==> config.mk <==
export PLATFORM = sky130hd
export DESIGN_NAME = dm_access_ctrl
export DESIGN_NICKNAME = d
export VERILOG_FILES = /design/src/rtl/dm_access_ctrl.sv
export SDC_FILE = /design/constraint.sdc
export NUM_CORES = 1
export LEC_CHECK = 0
export CORE_MARGIN = 2
export CORE_UTILIZATION = 40
export DETAILED_ROUTE_END_ITERATION = 10
export GPL_ROUTABILITY_DRIVEN = 1
export GPL_TIMING_DRIVEN = 0
export PLACE_DENSITY = 0.75
export SLEW_MARGIN = 20
export SYNTH_ARGS = -nofsm -noshare
export SYNTH_HDL_FRONTEND = slang
export SYNTH_SLANG_ARGS = --single-unit
==> constraint.sdc <==
create_clock -name clk_i -period 1.85 [get_ports clk_i]
set_clock_uncertainty 0.05 [all_clocks]
set_input_delay 0.37 -clock clk_i [delete_from_list [all_inputs] [get_ports clk_i]]
set_output_delay 0.37 -clock clk_i [all_outputs]
set_load 0.03 [all_outputs]
==> src/rtl/dm_access_ctrl.sv <==
// dm_access_ctrl: sequencer between the MEM stage and a word-wide,
// single-port, synchronous-read data memory without byte enables.
// It handles one load or store at a time (byte, halfword or word).
// Sub-word stores are done as a read-modify-write. Sub-word loads are
// lane-extracted and then sign- or zero-extended. Misaligned or illegal
// requests complete with err and never touch memory.
//
// Ports:
//   clk_i, rst_ni      clock, asynchronous active-low reset
//   req_i              request valid (sampled only while ready_o=1)
//   we_i               1 = store, 0 = load
//   size_i             00 byte, 01 half, 10 word, 11 illegal
//   sign_ext_i         sub-word loads: 1 sign-extend, 0 zero-extend
//   addr_i, wdata_i    byte address, store data (low-aligned)
//   ready_o            idle, able to accept a request
//   done_o, err_o      one-cycle completion pulse, error qualifier
//   rdata_o            last successful load result
//   mem_addr_o         word index into the data memory
//   mem_re_o, mem_we_o memory read / write strobes
//   mem_wdata_o        memory write word
//   mem_rdata_i        memory read data (one cycle after mem_re_o)
module dm_access_ctrl #(
  parameter int unsigned AW = 12
) (
  input  logic          clk_i,
  input  logic          rst_ni,
  input  logic          req_i,
  input  logic          we_i,
  input  logic [1:0]    size_i,
  input  logic          sign_ext_i,
  input  logic [31:0]   addr_i,
  input  logic [31:0]   wdata_i,
  output logic          ready_o,
  output logic          done_o,
  output logic          err_o,
  output logic [31:0]   rdata_o,
  output logic [AW-1:0] mem_addr_o,
  output logic          mem_re_o,
  output logic          mem_we_o,
  output logic [31:0]   mem_wdata_o,
  input  logic [31:0]   mem_rdata_i
);

  localparam int unsigned AL = AW + 2;  // latched byte-address width

  localparam logic [1:0] SZ_BYTE = 2'b00;
  localparam logic [1:0] SZ_HALF = 2'b01;
  localparam logic [1:0] SZ_WORD = 2'b10;

  typedef enum logic [1:0] {
    S_IDLE = 2'd0,
    S_ACC  = 2'd1,
    S_WAIT = 2'd2,
    S_RESP = 2'd3
  } state_e;

  state_e        state_q, state_d;
  logic          we_q;
  logic [1:0]    size_q;
  logic          sext_q;
  logic [AL-1:0] addr_q;
  logic [31:0]   wdata_q;
  logic          err_q;
  logic [31:0]   rdata_q, rdata_d;
  logic          cap_c;
  logic          misal_c;

  // Address bits above the memory index are intentionally dropped.
  logic unused_addr_c;
  assign unused_addr_c = ^addr_i[31:AL];

  // Lane extraction and extension of a loaded word.
  function automatic logic [31:0] load_ext(input logic [31:0] w,
                                           input logic [1:0]  sz,
                                           input logic [1:0]  a,
                                           input logic        sx);
    logic [7:0]  b;
    logic [15:0] h;
    case (a)
      2'd0:    b = w[7:0];
      2'd1:    b = w[15:8];
      2'd2:    b = w[23:16];
      default: b = w[31:24];
    endcase
    h = a[1] ? w[31:16] : w[15:0];
    case (sz)
      SZ_BYTE: load_ext = {{24{sx & b[7]}}, b};
      SZ_HALF: load_ext = {{16{sx & h[15]}}, h};
      default: load_ext = w;
    endcase
  endfunction

  // Replace the target lane of the read word with the store data.
  function automatic logic [31:0] merge(input logic [31:0] w,
                                        input logic [31:0] d,
                                        input logic [1:0]  sz,
                                        input logic [1:0]  a);
    logic [31:0] m;
    m = w;
    if (sz == SZ_BYTE) begin
      case (a)
        2'd0:    m[7:0]   = d[7:0];
        2'd1:    m[15:8]  = d[7:0];
        2'd2:    m[23:16] = d[7:0];
        default: m[31:24] = d[7:0];
      endcase
    end else if (a[1]) begin
      m[31:16] = d[15:0];
    end else begin
      m[15:0] = d[15:0];
    end
    return m;
  endfunction

  // Misalignment / illegal-size check on the incoming request.
  always_comb begin
    misal_c = 1'b0;
    case (size_i)
      SZ_BYTE: misal_c = 1'b0;
      SZ_HALF: misal_c = addr_i[0];
      SZ_WORD: misal_c = (addr_i[1:0] != 2'b00);
      default: misal_c = 1'b1;
    endcase
  end

  // State register and result register.
  always_ff @(posedge clk_i or negedge rst_ni) begin
    if (!rst_ni) begin
      state_q <= S_IDLE;
      rdata_q <= 32'h0;
    end else begin
      state_q <= state_d;
      rdata_q <= rdata_d;
    end
  end

  // Request capture, only while idle.
  always_ff @(posedge clk_i or negedge rst_ni) begin
    if (!rst_ni) begin
      we_q    <= 1'b0;
      size_q  <= 2'b00;
      sext_q  <= 1'b0;
      addr_q  <= '0;
      wdata_q <= 32'h0;
      err_q   <= 1'b0;
    end else if (cap_c) begin
      we_q    <= we_i;
      size_q  <= size_i;
      sext_q  <= sign_ext_i;
      addr_q  <= addr_i[AL-1:0];
      wdata_q <= wdata_i;
      err_q   <= misal_c;
    end
  end

  // Next-state and state-decoded outputs.
  always_comb begin
    state_d     = state_q;
    rdata_d     = rdata_q;
    cap_c       = 1'b0;
    ready_o     = 1'b0;
    done_o      = 1'b0;
    err_o       = 1'b0;
    mem_addr_o  = '0;
    mem_re_o    = 1'b0;
    mem_we_o    = 1'b0;
    mem_wdata_o = 32'h0;
    case (state_q)
      S_IDLE: begin
        ready_o = 1'b1;
        if (req_i) begin
          cap_c   = 1'b1;
          state_d = misal_c ? S_RESP : S_ACC;
        end
      end
      S_ACC: begin
        mem_addr_o = addr_q[AL-1:2];
        if (we_q && (size_q == SZ_WORD)) begin
          mem_we_o    = 1'b1;
          mem_wdata_o = wdata_q;
          state_d     = S_RESP;
        end else begin
          mem_re_o = 1'b1;
          state_d  = S_WAIT;
        end
      end
      S_WAIT: begin
        mem_addr_o = addr_q[AL-1:2];
        if (we_q) begin
          mem_we_o    = 1'b1;
          mem_wdata_o = merge(mem_rdata_i, wdata_q, size_q, addr_q[1:0]);
        end else begin
          rdata_d = load_ext(mem_rdata_i, size_q, addr_q[1:0], sext_q);
        end
        state_d = S_RESP;
      end
      default: begin
        done_o  = 1'b1;
        err_o   = err_q;
        state_d = S_IDLE;
      end
    endcase
  end

  assign rdata_o = rdata_q;

endmodule
==> results of run 1 <==
timing repair:
item,CTS,global route
endpoints found under the setup margin,90,119
endpoints found under the hold margin,39,0
buffers inserted,24,19
hold buffers,1,0
gates resized for setup,449,66
cloned,5,1
pin swaps,38,17
cell type report:
class	count	area, um^2
multi-input combinational	364	3160
fill	735	3160
timing repair buffer	212	2260
sequential	85	2130
buffer	32	280
clock buffer	10	229
tap	143	179
clock inverter	6	47.5
inverter	7	28.8
report_power, final:
group	switching (uW)	total (uW)	leakage [uW]	internal [uW]
clock network	808	1730	0.000122	919
logic	5730	10900	0.00236	5160
registers	869	3660	0.00101	2790
state kept, by name, indices dropped and copies added, names as in the netlist:
register  flops
rdata_o      32
wdata_q      32
addr_q       14
size_q        2
state_q       2
err_q         1
sext_q        1
we_q          1
cells in the mapped netlist, types with 2 or more instances:
cell / n / share of area
o221ai_1: 6 / 0.011
nand2b_1: 3 / 0.0040
o31a_1: 6 / 0.011
dfrtp_1: 85 / 0.45
o21ai_0: 54 / 0.057
mux2_2: 50 / 0.12
buf_2: 16 / 0.017
clkbuf_1: 14 / 0.011
nor2b_1: 18 / 0.024
and2_1: 14 / 0.019
buf_1: 2 / 0.0016
o21ai_1: 8 / 0.0085
inv_1: 7 / 0.0056
o21a_1: 2 / 0.0032
a32oi_1: 7 / 0.013
mux2i_1: 10 / 0.021
nand2_1: 55 / 0.044
a22o_1: 10 / 0.019
nor3b_1: 2 / 0.0032
nand3_1: 34 / 0.036
ha_1: 4 / 0.011
nor3_1: 7 / 0.0074
o22ai_1: 9 / 0.012
nor2_1: 27 / 0.021
a21oi_1: 8 / 0.0085
buf_6: 4 / 0.0095
a31oi_1: 10 / 0.013
nor3_2: 2 / 0.0042
critical path: stages, from the launching register on:
cell and delay, ps:
dfrtp_1 390, buf_6 130, or3b_1 360, buf_6 140
nand2_8 160, buf_12 130, mux2i_4 240, o21ai_2 90
buf_6 140
logic make-up (layout without fill, tap and decap cells):
logic type,Yosys count,count (layout),synth area share
muxes,60,60,0.140
DFF,85,85,0.450
adders and majority gates,4,4,0.0106
buffers and inverters,44,267,0.0463
AOI/OAI and AO/OA,129,129,0.174
and+or+nand+nor,170,171,0.179
placed cells by master, fill, tap and decap left out, types with 5 or more instances in the layout:
cell type,instances
buf_6,63
o21ai_1,11
clkdlybuf4s50_1,112
a21oi_1,6
buf_8,5
a32oi_1,7
and2_4,13
buf_2,5
mux2i_4,6
nand2_2,8
o221ai_1,6
o22ai_2,8
o21ai_0,16
o21ai_4,13
buf_12,6
nand2_1,40
clkbuf_4,7
nor3_1,6
nand2_4,6
o31a_1,6
nor2b_1,14
nand3_1,33
clkbuf_16,12
a31oi_1,8
dfrtp_1,82
o21ai_2,22
mux2_2,50
a22o_4,8
clkbuf_1,5
buf_4,28
nor2_1,24
worst max-delay path by stage:
| stage | startpoint | to | slack, ps | depth (start not counted) |
|---|---|---|---|---|
| 5_1_grt | size_q[1] | mem_wdata_o[20] | -760 | 8 |
| 3_3_place_gp | rst_ni | sext_q | -2640 | 1 |
| 3_5_place_dp | mem_rdata_i[15] | mem_wdata_o[15] | -900 | 6 |
| 4_1_cts | size_q[1] | mem_wdata_o[21] | -670 | 8 |
| 2_1_floorplan | size_q[0] | mem_wdata_o[15] | -110 | 5 |
| 6_report | size_q[1] | mem_wdata_o[20] | -720 | 8 |
routing by layer:
layer / up-vias / GRT usage / part of all wire
met1: 2479 / 0.355 / 0.39
li1: 2220 / - / -
met3: 86 / 0.0520 / 0.074
met4: 0 / 0.132 / 0.046
met5: - / 0 / 0
met2: 319 / 0.453 / 0.49
stage by stage:
step	TNS [ps]	std cells	hold WS, ps	cell area, um^2	power, uW
2_1_floorplan	-2170	492	24.4	5120	8890
3_3_place_gp	-269390	800	416	6950	11500
6_report	-25380	859	440	8310	16300
5_1_grt	-27850	859	467	8310	17000
3_5_place_dp	-48750	801	340	6980	11700
4_1_cts	-22070	846	445	7990	15200
==> results.sh, run 1 <==
export IMPL_status="complete, but fails checks"
export IMPL_violations="negative setup slack"
export IMPL_crit_required_ps=1430
export IMPL_drt_iter0_markers=524
export IMPL_core_um2=11500
export IMPL_cp_end_kind="output pin"
export IMPL_synth_seq_cells=85
export IMPL_powerDensity_nw_per_um2=1960
export IMPL_grt_overflow=0
export IMPL_grt_pass1_wl_um=27200
export IMPL_dr_pass1_iters=5
export IMPL_start_kind="flop"
export IMPL_drive_gt1_frac=0.439
export IMPL_clk_latency_ps=360
export IMPL_min_to="rdata_o[26]"
export IMPL_start_util=0.412
export IMPL_maxSlewViolCount=0
export IMPL_finalCritPeriodShare=1.39
export IMPL_dieArea_um2=12700
export IMPL_remaining_drc_errors=0
export IMPL_fin_util=0.725
export IMPL_syn_inst=492
export IMPL_grt_setup_unrepaired="yes"
export IMPL_layout_setup_ws_ps=-718
export IMPL_fin_crit_ps=2570
export IMPL_setup_viol=46
export IMPL_n_antenna_cell=0
export IMPL_setup_worst_path_class="flop to output pin"
export IMPL_rr_endpoint="rdata_o[7]"
export IMPL_synthToLayoutAreaGrowth_pct=75.7
export IMPL_h_tree_depth=3
export IMPL_vias=5104
export IMPL_cts_tree="yes"
export IMPL_die_w_um=113
export IMPL_r2r_start="size_q[1]"
export IMPL_yosysSeqAreaShare=0.450
export IMPL_synthFlopType="dfrtp_1"
export IMPL_fmaxAchievable_ghz=0.389
export IMPL_grt_pass1_vias=4932
export IMPL_pre_cts_ws_ps=-896
export IMPL_peakVddDrop_uv=1310
export IMPL_cts_root_buffer="clkbuf_16"
export IMPL_cts_sinks=85
export IMPL_syn_nets=599
export IMPL_hpwlAfterDp_um=12400
export IMPL_grt_usage=0.277
export IMPL_async_reset_ff_frac=1.00
export IMPL_num_rows=39
export IMPL_holdCritStartpoint="rdata_o[26]"
export IMPL_numCtsBuffers=9
export IMPL_vias_per_cell=5.94
export IMPL_syn_cell_area_um2=4730
export IMPL_ys_warn_count=0
export IMPL_crit_arrival_ps=2150
export IMPL_ff2ff_path_depth=7
export IMPL_synth_edf_count=0
export IMPL_p_leak_uw=0.00350
export IMPL_io_buffer_count=165
export IMPL_hp_class="flop to flop"
export IMPL_globalplace_congestion=0.903
export IMPL_cts_buffer_depth=2
export IMPL_hold_depth=2
export IMPL_grt_max_degree=47
export IMPL_hold_viol=0
export IMPL_nets=818
export IMPL_ys_types=46
export IMPL_drv_cap=0
export IMPL_reg2reg_setup_slack_ps=40
export IMPL_ant_nets=0
export IMPL_tightest_slew_ps=567
export IMPL_finalWirelength_um=18600
export IMPL_ioPinCount=184
export IMPL_cp_max_fo=8
export IMPL_routedWlPerCell_um=21.7
export IMPL_maxSlewHeadroom=0.622
export IMPL_cts_clk_slew_worst_paths_ps=70
export IMPL_synth_area_per_cell_um2=9.61
export IMPL_fp_dieH_um=113
export IMPL_antenna_found_initial=0
Note: power is estimated with default switching activity, not from simulation.
==> inputs of run 2 (changes only) <==
--- a/config.mk
+++ b/config.mk
@@ -5,7 +5,6 @@
 export SDC_FILE = /design/constraint.sdc
 export NUM_CORES = 1
 export LEC_CHECK = 0
-export CORE_MARGIN = 2
 export CORE_UTILIZATION = 40
 export DETAILED_ROUTE_END_ITERATION = 10
 export GPL_ROUTABILITY_DRIVEN = 1
==> run 2 against run 1 <==
Net effect:
- the flow still finishes with violations (negative setup slack)
- worst setup slack improved by 84 ps
- first-iteration DRC count decreased by 32%
- sequential cell count unchanged
- sequential share of layout area increased by 0.062 points
- sequential power about the same
- wire length decreased by 5.1%
- die area decreased by 3.5%
==> results.sh, run 2 (same netlist as run 1, synthesis figures left out) <==
export IMPL_status="complete, but fails checks"
export IMPL_violations="negative setup slack"
export IMPL_tightest_slew_ps=723
export IMPL_peakVddDrop_uv=1160
export IMPL_grt_pass1_vias=4958
export IMPL_start_util=0.412
export IMPL_cp_slowest_stage_delay_ps=400
export IMPL_cts_clk_slew_worst_paths_ps=70
export IMPL_powerDensity_nw_per_um2=1960
export IMPL_dr_pass1_iters=5
export IMPL_nFillCells=772
export IMPL_hp_class="primary input to asynchronous set/reset pin"
export IMPL_crit_required_ps=1430
export IMPL_cpMostUsedCell="buf_6"
export IMPL_cp_slowest_cell="dfrtp_1"
export IMPL_drv_cap=0
export IMPL_remaining_drc_errors=0
export IMPL_vias_per_cell=5.73
export IMPL_cp_end_kind="output pin"
export IMPL_numCtsBuffers=9
export IMPL_placed_area_um2=6970
export IMPL_ioPinCount=184
export IMPL_maxSlewHeadroom=0.518
export IMPL_h_tree_depth=3
export IMPL_antenna_found_initial=0
export IMPL_postCtsHoldBufs=0
export IMPL_fmaxAchievable_ghz=0.402
export IMPL_grt_setup_unrepaired="yes"
export IMPL_core_um2=11500
export IMPL_setup_worst_path_class="flop to output pin"
export IMPL_grt_max_degree=56
export IMPL_wl_met2_um=8690
export IMPL_critical_path_cell_chain="buf_6 -> buf_6 -> and4b_2 -> and2_4 -> a21o_4 -> a22o_4 -> buf_6"
export IMPL_wl_met3_um=1110
export IMPL_crit_arrival_ps=2060
export IMPL_layout_commonest_cell="clkdlybuf4s50_1"
export IMPL_met1Wirelength_um=7330
export IMPL_endpoint="mem_wdata_o[6]"
export IMPL_clk_latency_ps=340
export IMPL_cts_sinks=85
export IMPL_ant_nets=0
export IMPL_p_leak_uw=0.00352
export IMPL_ff2ff_path_depth=8
export IMPL_grt_overflow=0
export IMPL_io_buffer_count=165
export IMPL_fin_area_um2=8290
export IMPL_layout_setup_ws_ps=-635
export IMPL_grt_usage=0.285
export IMPL_synthToLayoutAreaGrowth_pct=75.3
export IMPL_cts_tree="yes"
export IMPL_dieArea_um2=12300
export IMPL_cp_max_fo=8
export IMPL_fin_crit_ps=2480
export IMPL_rr_endpoint="rdata_o[7]"
export IMPL_nets=809
export IMPL_layout_common_cells="111 x clkdlybuf4s50_1, 82 x dfrtp_1, 61 x buf_6"
export IMPL_grt_pass1_wl_um=27400
export IMPL_hold_viol=0
export IMPL_n_antenna_cell=0
export IMPL_crit_start="size_q[1]"
export IMPL_highest_layer="met4"
export IMPL_cts_buffer_depth=2
export IMPL_hpwlAfterDp_um=12600
export IMPL_cts_root_buffer="clkbuf_16"
export IMPL_fp_dieH_um=111
export IMPL_vias=4872
export IMPL_start_kind="flop"
export IMPL_reg2reg_setup_slack_ps=20
export IMPL_hold_slack_ps=15.0
export IMPL_drive_gt1_frac=0.441
export IMPL_maxSlewViolCount=0
export IMPL_routedWlPerCell_um=20.8
export IMPL_finalCritPeriodShare=1.34
export IMPL_globalplace_congestion=0.870
export IMPL_finalWirelength_um=17700
export IMPL_drt_iter0_markers=354
export IMPL_die_w_um=111
export IMPL_setup_viol=46
export IMPL_num_rows=39
export IMPL_r2r_start="size_q[1]"
## run 2: cell count changes in the layout (fill, tap and decap cells not counted), moves of 3 or more
cell / change
o21ai_2: -4
o21ai_1: +3
nand2_1: -3
buf_12: +3
clkbuf_4: -5
nand2_4: +4
buf_4: -3
clkbuf_1: -3
## run 2: layout make-up
cell class / instances / area (um^2) / area share
plain buffers: 30 / 272 / 0.0327
clock buffers: 10 / 239 / 0.0288
clock inverters: 6 / 70.1 / 0.00845
inverters: 7 / 28.8 / 0.00347
multi-input cells: 364 / 3180 / 0.384
flip-flops and latches: 85 / 2130 / 0.257
well taps: 143 / 179 / 0.0216
repair buffers: 205 / 2190 / 0.264
## run 2: worst min path at each step
stage	from	end	slack (ps)	depth (start not counted)
finish	rst_ni	rdata_o[18]	20	1
global route	rst_ni	rdata_o[18]	80	1
CTS	rst_ni	rdata_o[18]	50	1
detailed placement	rst_ni	rdata_o[18]	420	1
global placement	err_q	err_q	410	2
floorplan	rst_ni	addr_q[0]	20	0
## run 2: power by group
group          internal, uW  total (uW)  switching, uW
logic                  5110       10700           5580
clock network          1090        1900            808
registers              2790        3640            852
## run 2: per-layer routing
metal  vias to the layer above  track usage
li1                       2193            -
met1                      2404        0.369
met2                       234        0.478
met3                        41       0.0470
met4                         0        0.106
met5                         -            0
## run 2: stage by stage
stage	TNS [ps]	setup slack (ps)	power (uW)	instances	util
3_5_place_dp	-48550	-919	11700	801	0.608
5_1_grt	-22750	-658	17000	850	0.723
3_3_place_gp	-281130	-2780	11500	800	0.606
4_1_cts	-20060	-647	15300	840	0.695
6_report	-20800	-635	16200	850	0.723
2_1_floorplan	-2170	-109	8890	492	-
## run 2: worst max-delay path, delay by kind of cell, from the launching register on
| family | cells | cell delay [ps] |
|---|---|---|
| AOI/OAI and AO/OA | 2 | 490 |
| buffers and inverters | 3 | 400 |
| DFF | 1 | 400 |
| and+or+nand+nor | 2 | 430 |
## run 2: repair_timing
| action | CTS | global route |
|---|---|---|
| setup buffers | 22 | 14 |
| cloned | 4 | 2 |
| endpoints found under the setup margin | 90 | 87 |
| pin swaps | 21 | 19 |
| gates resized for setup | 443 | 79 |
==> inputs of run 3 (changes only) <==
--- a/config.mk
+++ b/config.mk
@@ -9,6 +9,7 @@
 export DETAILED_ROUTE_END_ITERATION = 10
 export GPL_ROUTABILITY_DRIVEN = 1
 export GPL_TIMING_DRIVEN = 0
+export MAX_ROUTING_LAYER = met4
 export PLACE_DENSITY = 0.75
 export SLEW_MARGIN = 20
 export SYNTH_ARGS = -nofsm -noshare
==> run 3 against run 2 <==
Net effect:
- design area rose by 2.3%
- via count rose by 2.4%
- register-to-register slack got worse by 100 ps
- clock power fell by 3%
- critical endpoint is now mem_wdata_o[21]
- count of clock-buffer cells in the layout fell by 1
- the run still ends with negative setup slack left
- wire length rose by 4.3%
- die area did not move
- sequential cell count did not move
- global-route usage rose by 2.4 points
==> results.sh, run 3 (same netlist as run 1, synthesis figures left out) <==
export IMPL_drive_gt1_frac=0.468
export IMPL_combPwrFrac=0.663
export IMPL_clkPwrFrac=0.113
export IMPL_finalWirelength_um=18400
export IMPL_cts_clk_slew_worst_paths_ps=60
export IMPL_fin_crit_ps=2520
export IMPL_crit_arrival_ps=2100
export IMPL_tightest_slew_ps=532
export IMPL_ioPinCount=184
export IMPL_power_switching_uw=7430
export IMPL_status="complete, but fails checks"
export IMPL_instances_no_fill=856
export IMPL_cts_sinks=85
export IMPL_grt_usage=0.309
export IMPL_p_leak_uw=0.00368
export IMPL_clk_latency_ps=350
export IMPL_synthToLayoutAreaGrowth_pct=79.3
export IMPL_cts_root_buffer="clkbuf_16"
export IMPL_grt_setup_unrepaired="yes"
export IMPL_vias=4987
export IMPL_dr_pass1_iters=4
export IMPL_globalplace_congestion=0.875
export IMPL_fmaxAchievable_ghz=0.398
export IMPL_cp_max_fo=8
export IMPL_num_rows=39
export IMPL_maxSlewHeadroom=0.645
export IMPL_numCtsBuffers=9
export IMPL_n_antenna_cell=0
export IMPL_cts_tree="yes"
export IMPL_drt_iter0_markers=377
export IMPL_cp_end_kind="output pin"
export IMPL_cts_buffer_depth=2
export IMPL_setup_viol=64
export IMPL_finalCritPeriodShare=1.36
export IMPL_io_buffer_count=165
export IMPL_core_um2=11500
export IMPL_hold_slack_ps=438
export IMPL_start_util=0.412
export IMPL_start_kind="flop"
export IMPL_hold_viol=0
export IMPL_crit_required_ps=1430
export IMPL_layout_commonest_cell="clkdlybuf4s50_1"
export IMPL_hpwlAfterDp_um=12700
export IMPL_grt_max_degree=49
export IMPL_peakVddDrop_uv=1420
export IMPL_p_seq_frac=0.224
export IMPL_hp_class="flop to flop"
export IMPL_die_w_um=111
export IMPL_layout_common_cells="109 x clkdlybuf4s50_1, 82 x dfrtp_1, 66 x buf_6"
export IMPL_p_sw_frac=0.453
export IMPL_remaining_drc_errors=0
export IMPL_place_inst=801
export IMPL_grt_overflow=0
export IMPL_power_internal_uw=8960
export IMPL_setup_worst_path_class="flop to output pin"
export IMPL_powerDensity_nw_per_um2=1930
export IMPL_nets=815
export IMPL_antenna_found_initial=0
export IMPL_vias_per_cell=5.83
export IMPL_dieArea_um2=12300
export IMPL_placed_area_um2=6980
export IMPL_maxSlewViolCount=0
export IMPL_ant_nets=0
export IMPL_grt_pass1_vias=5119
export IMPL_fp_dieH_um=111
export IMPL_reg2reg_setup_slack_ps=-80
export IMPL_fin_area_um2=8480
export IMPL_h_tree_depth=3
export IMPL_layout_setup_ws_ps=-666
export IMPL_routedWlPerCell_um=21.6
export IMPL_violations="negative setup slack"
export IMPL_setup_tns_ps=-23070
export IMPL_drv_cap=0
export IMPL_grt_pass1_wl_um=28500
[run 3: cell types whose count changed in the layout (fill, tap and decap cells not counted), sizes merged]
cell and change:
clkdlybuf4s50 -2, clkinvlp -1, clkbuf +1, dlygate4sd3 +1, inv -1, dlygate4sd2 +2
clkinv +3, buf +3
[run 3: layer usage]
metal  vias to the layer above  part of all wire  GRT usage
li1                       2216                 -          -
met2                       220              0.50      0.488
met4                         0             0.032      0.119
met5                         -                 0          -
met3                        43             0.061     0.0716
met1                      2508              0.41      0.385
[run 3: final cells by class]
type / instances / area, um^2
timing repair buffer: 210 / 2240
sequential: 85 / 2130
multi-input combinational: 364 / 3320
clock buffer: 9 / 225
inverter: 7 / 32.5
tap: 143 / 179
clock inverter: 7 / 73.8
fill: 763 / 2990
buffer: 31 / 278
[run 3: per-stage QoR]
step                      setup WS [ps]   util  power, uW
after CTS                          -670  0.696      15200
after detailed placement           -952  0.608      11700
after floorplan                    -109      -       8890
final                              -666  0.739      16400
after global placement            -2740  0.606      11600
after global routing               -723  0.739      17100
[run 3: worst max-delay path: stages (launching register included)]
cell	delay, ps
dfrtp_1	390
buf_6	130
or3b_1	350
buf_6	140
nand2_8	160
buf_12	130
mux2i_4	220
o21ai_4	70
buf_6	140
[run 3: worst paths after layout]
check                            start              end  depth (start not counted)
setup / recovery             size_q[1]  mem_wdata_o[21]                          8
hold / removal             rdata_o[16]      rdata_o[16]                          2
setup reg to reg             size_q[1]       rdata_o[7]                          9
hold reg to reg            rdata_o[16]      rdata_o[16]                          2
max in group asynchronous       rst_ni      wdata_q[24]                          3
min in group asynchronous       rst_ni      rdata_o[20]                          2
[run 3: power by group through the flow]
stage	Sequential, uW	Clock (uW)	Combinational, uW
after global placement	3460	0	8090
final	3670	1850	10900
after global routing	3770	1950	11400
after detailed placement	3510	0	8240
after CTS	3560	1870	9800
after floorplan	3910	0	4970
[run 3: repair_timing]
| action | 4_1_cts | 5_1_grt |
|---|---|---|
| hold buffers | 1 | 0 |
| setup buffers | 24 | 17 |
| pin swaps | 13 | 38 |
| hold endpoints to repair | 37 | 0 |
| endpoints found under the setup margin | 91 | 95 |
| gates cloned | 5 | 2 |
| gates resized for setup | 449 | 115 |
